[config.mk]
export PLATFORM = sky130hd
export DESIGN_NAME = circuit
export DESIGN_NICKNAME = d
export VERILOG_FILES = /design/src/rtl/circuit_pkg.sv /design/src/rtl/circuit_lut4.sv /design/src/rtl/circuit.sv
export SDC_FILE = /design/constraint.sdc
export NUM_CORES = 1
export LEC_CHECK = 0
export ABC_AREA = 1
export ABC_CLOCK_PERIOD_IN_PS = 1500
export CAP_MARGIN = 25
export CELL_PAD_IN_SITES_DETAIL_PLACEMENT = 0
export CELL_PAD_IN_SITES_GLOBAL_PLACEMENT = 2
export CORE_MARGIN = 4
export CORE_UTILIZATION = 16
export CTS_CLUSTER_DIAMETER = 40
export CTS_CLUSTER_SIZE = 28
export DETAILED_ROUTE_END_ITERATION = 16
export PLACE_DENSITY = 0.74
export SLEW_MARGIN = 20
export SYNTH_ARGS = -nofsm -noshare
export SYNTH_HDL_FRONTEND = slang
export SYNTH_HIERARCHICAL = 1
export SYNTH_SLANG_ARGS = --single-unit
[constraint.sdc]
create_clock -name clk -period 1.5 [get_ports clk]
set_input_delay 0.45 -clock clk [delete_from_list [all_inputs] [get_ports clk]]
set_output_delay 0.45 -clock clk [all_outputs]
set_load 0.01 [all_outputs]
[src/rtl/circuit_pkg.sv]
// Shared constants and types for the programmable 4-input LUT cell.
package circuit_pkg;

    localparam int IDX_W = 4;
    localparam int TT_W  = 16;

    typedef logic [TT_W-1:0] tt_t;

    // f = (a ^ b) | (c & d), with bit i holding f for index {a,b,c,d} = i
    localparam tt_t DEFAULT_TT = 16'h8FF8;

endpackage : circuit_pkg

[src/rtl/circuit_lut4.sv]
// Combinational 16:1 LUT mux with a one-hot decode of the selecting index.
module circuit_lut4
    import circuit_pkg::*;
(
    input  tt_t              tt,
    input  logic [IDX_W-1:0] idx,
    output logic             f,
    output logic [TT_W-1:0]  minterm
);

    // One decoder line per table entry
    generate
        for (genvar gi = 0; gi < TT_W; gi++) begin : g_minterm
            assign minterm[gi] = (idx == IDX_W'(gi));
        end
    endgenerate

    // Table lookup: the selected bit is the function value
    always_comb begin
        f = tt[idx];
    end

endmodule : circuit_lut4

[src/rtl/circuit.sv]
// Programmable 4-input Boolean function cell (a,b,c,d -> f).
// Holds the rewritable truth table, a registered copy of f and, when
// CIRCUIT_HIT_COUNT_EN is defined, a saturating count of cycles with f_q = 1.
// A table write is visible from the cycle after cfg_we is sampled.
module circuit
    import circuit_pkg::*;
#(
    parameter tt_t TRUTH_TABLE = DEFAULT_TT,
    parameter int  CNT_W       = 8
)
(
    input  logic             clk,
    input  logic             rst,
    input  logic             a,
    input  logic             b,
    input  logic             c,
    input  logic             d,
    output logic             f,
    output logic             f_q,
    output logic [TT_W-1:0]  minterm,
    input  logic             cfg_we,
    input  tt_t              cfg_data,
`ifdef CIRCUIT_HIT_COUNT_EN
    output logic [CNT_W-1:0] hit_cnt,
`endif
    output tt_t              tt
);

    logic [IDX_W-1:0] idx;
    tt_t              tt_q;
    tt_t              tt_d;
    logic             f_d;

    assign idx = {a, b, c, d};
    assign tt  = tt_q;

    circuit_lut4 u_lut4 (
        .tt      (tt_q),
        .idx     (idx),
        .f       (f),
        .minterm (minterm)
    );

    // Next table: a write replaces the whole table, otherwise hold
    always_comb begin
        tt_d = tt_q;
        if (cfg_we) begin
            tt_d = cfg_data;
        end
        f_d = f;
    end

    // Table and registered output; reset wins over a same-cycle write
    always_ff @(posedge clk) begin
        if (rst) begin
            tt_q <= TRUTH_TABLE;
            f_q  <= 1'b0;
        end else begin
            tt_q <= tt_d;
            f_q  <= f_d;
        end
    end

`ifdef CIRCUIT_HIT_COUNT_EN
    logic [CNT_W-1:0] hit_cnt_q;
    logic [CNT_W-1:0] hit_cnt_d;

    assign hit_cnt = hit_cnt_q;

    // Count cycles with f_q high, sticking at all-ones; a table write restarts it
    always_comb begin
        hit_cnt_d = hit_cnt_q;
        if (cfg_we) begin
            hit_cnt_d = '0;
        end else if (f_q && !(&hit_cnt_q)) begin
            hit_cnt_d = hit_cnt_q + CNT_W'(1);
        end
    end

    // Hit counter register
    always_ff @(posedge clk) begin
        if (rst) begin
            hit_cnt_q <= '0;
        end else begin
            hit_cnt_q <= hit_cnt_d;
        end
    end
`endif

endmodule : circuit

==> impl_metrics.py <==
metrics = {
    "detailed_routing": {
        "via_per_inst": 3.69,
        "route.met3.wl_um": 179,
        "wl_um": 3230,
        "top_layer_used": "met4",
        "ant_nets": 0,
        "vias": 1175,
        "wire_per_inst_um": 10.2,
        "met1_length_um": 1550,
        "drc": 0,
        "wl_met2_um": 1490,
        "drt_iter0_markers": 41,
        "dr.pass1.iters": 4,
    },
    "final_layout": {
        "fill_cells": 660,
        "regArea_sq_um": 344,
        "nets": 270,
        "antennaDiodeCount": 0,
        "multiInputGateArea_sq_um": 543,
        "syn_to_final_growth_pct": 96.9,
        "stdcell_area_sq_mm": 0.00181,
        "final_cells": 318,
        "drive_gt1_share_pct": 31.7,
    },
    "setup_path": {
        "path_max_fanout": 4,
        "crit_path_frequent_cell": "buf_6",
        "worstPathCellList": "buf_12 > clkinvlp_4 > buf_4 > buf_6 > buf_6 > nand2_4 > nor2_1 > buf_2",
        "slowest_stage": "buf_4",
        "cpPeakStageDelay_ps": 150,
        "cp.arrival_ps": 1250,
        "critPathTopFamily": "buffers and inverters",
        "crit_type": "input port to output port",
        "cp-end-kind": "output port",
        "required_ps": 1050,
        "start_kind": "input port",
        "critPathBufInv": 6,
    },
    "pwr": {
        "irDropWorstVdd_mv": 0.247,
        "fin_total_pwr_uw": 1250,
        "pwr_density_cell_mw_per_mm2": 692,
        "p_leak_uw": 0.000978,
    },
    "timing": {
        "worst_slack_ps": -203,
        "max_slew_margin_pct": 87.4,
        "max_freq_mhz": 587,
        "post-route-period-util_pct": 114,
        "worst_pin_slew_ps": 188,
        "drv_slew": 0,
        "clock_skew_ps": 6.18,
        "hold_viol": 0,
        "setup_viol": 9,
        "period_minus_slack_ps": 1700,
        "finalSetupTns_ps": -1410,
        "rsz0062_at_grt": "true",
    },
    "die": {
        "die_height_um": 83.8,
        "ios": 57,
        "dieArea_sq_mm": 0.00702,
        "fp.dieW_um": 83.8,
        "fp-row-count": 27,
        "start_util_pct": 16.6,
        "core-area_sq_mm": 0.00554,
    },
    "place": {
        "dp_hpwl_um": 2520,
        "io_buffers": 56,
        "place.gp.congestion": 0.701,
        "place_area_sq_mm": 0.00175,
        "dp_cells": 311,
    },
    "min_path": {
        "hold_path.class": "register to register",
    },
    "cts": {
        "worst_skew_pair.late_latency_ps": 250,
        "root_buffer": "clkbuf_8",
        "h-tree-depth": 1,
        "cts_sinks": 17,
        "cts_max_path_buffers": 2,
        "cts_tree": "done",
        "clkSlewWorstSetupHoldPaths_ps": 70,
        "postCtsHoldBufs": 0,
        "numCtsBuffers": 3,
    },
    "synth": {
        "ys_top_cells_by_count": "80 x nand2_1, 32 x nor2_1, 17 x dfxtp_1, 17 x inv_1, 10 x nand3_1",
        "synth_fp_nets": 185,
        "synth_top_area_cell": "dfxtp_1",
        "synth.avg_cell_area_sq_um": 5.68,
        "synth_edf_count": 0,
        "ys_ff_latch": 17,
        "yosysMostFrequentCell": "nand2_1",
        "ys_warn_count": 6,
        "ys_seq_area_share_pct": 37.0,
        "syn_area_sq_um": 920,
        "ys_async_sr_fraction_pct": 0,
        "syn_inst": 162,
        "ys.flop_type": "dfxtp_1",
        "synth_area_leaders": "dfxtp_1 37%, nand2_1 33%, nor2_1 13%, inv_1 6.9%, nand3_1 5.4%",
        "netlist.area_leader.share_pct": 37.0,
        "synth_cell_types": 8,
    },
    "outcome": {
        "violations": "setup timing",
        "outcome": "finished, violations left",
    },
    "grt": {
        "gr-total-overflow": 0,
        "grt_max_degree": 17,
        "grt_pass1_wl_um": 5490,
        "grt_pass1_vias": 1188,
        "antenna_found_initial": 0,
        "grt_usage_pct": 9.34,
    },
    "job": {
        "maxCapViolCount": 0,
    },
}
==> metrics by stage <==
step,util [%],hold slack [ps],setup slack [ps]
final,32.7,567,-203
after global routing,32.7,589,-280
after CTS,31.6,565,-196
after detailed placement,31.5,548,-1070
after global placement,31.5,547,-1070
after floorplan,-,501,82.9
==> registers in the layout (all words and copies together) (netlist names) <==
name	cells
tt	16
f_q	1
==> repair_timing <==
item | 4_1_cts | 5_1_grt
gates cloned | 1 | 0
setup buffers | 1 | 1
setup endpoints to repair | 34 | 14
pin swaps | 7 | 12
resized for setup | 128 | 18
==> layout make-up <==
cell class | count | share of cell area [%]
Clock buffer | 3 | 2.28
Clock inverter | 1 | 0.415
Inverter | 19 | 4.22
Multi-Input combinational cell | 122 | 30.0
Sequential cell | 17 | 19.0
Tap cell | 72 | 4.98
Timing Repair Buffer | 83 | 38.7
Timing Repair inverter | 1 | 0.415
==> worst reg2reg max path, delay by kind of cell, from the launching register on <==
kind                   cells  cell delay (ps)
buffers and inverters      2               70
DFF                        1              350
and+or+nand+nor            8              450
==> routing by layer <==
layer  vias up  GRT usage (%)
met3         2           2.76
met2        32           15.1
met4         0           2.19
met1       496           12.2
li1        645              -
met5         -              0
==> final timing paths <==
kind	from	to	slack, ps	cells past startpoint
worst max-delay path	d	minterm[10]	-200	8
worst min register to register	tt[4]$_SDFFE_PP1P_	tt[4]$_SDFFE_PP1P_	570	3
worst max register to register	tt[15]$_SDFFE_PP1P_	f_q$_SDFF_PP0_	560	10
worst min-delay path	tt[4]$_SDFFE_PP1P_	tt[4]$_SDFFE_PP1P_	570	3
==> cell usage in the layout, fill, tap and decap left out, drive strengths merged <==
master	n
inv	19
clkinvlp	2
clkdlybuf4s50	18
clkbuf	3
nand3	10
dlygate4sd2	17
nor2	32
dfxtp	17
buf	48
nand2	80
==> logic make-up (layout without fill, tap and decap cells) <==
| family | Yosys count | in the layout | share of synthesized area (%) |
|---|---|---|---|
| buffers and inverters | 23 | 107 | 11.8 |
| and+or+nand+nor | 122 | 122 | 51.2 |
| DFF | 17 | 17 | 37.0 |
==> power breakdown <==
group	internal, uW	total (uW)	switching, uW
clock	187	355	168
combinational	210	394	184
sequential	485	505	19.7
(Power assumes the default switching activity.)
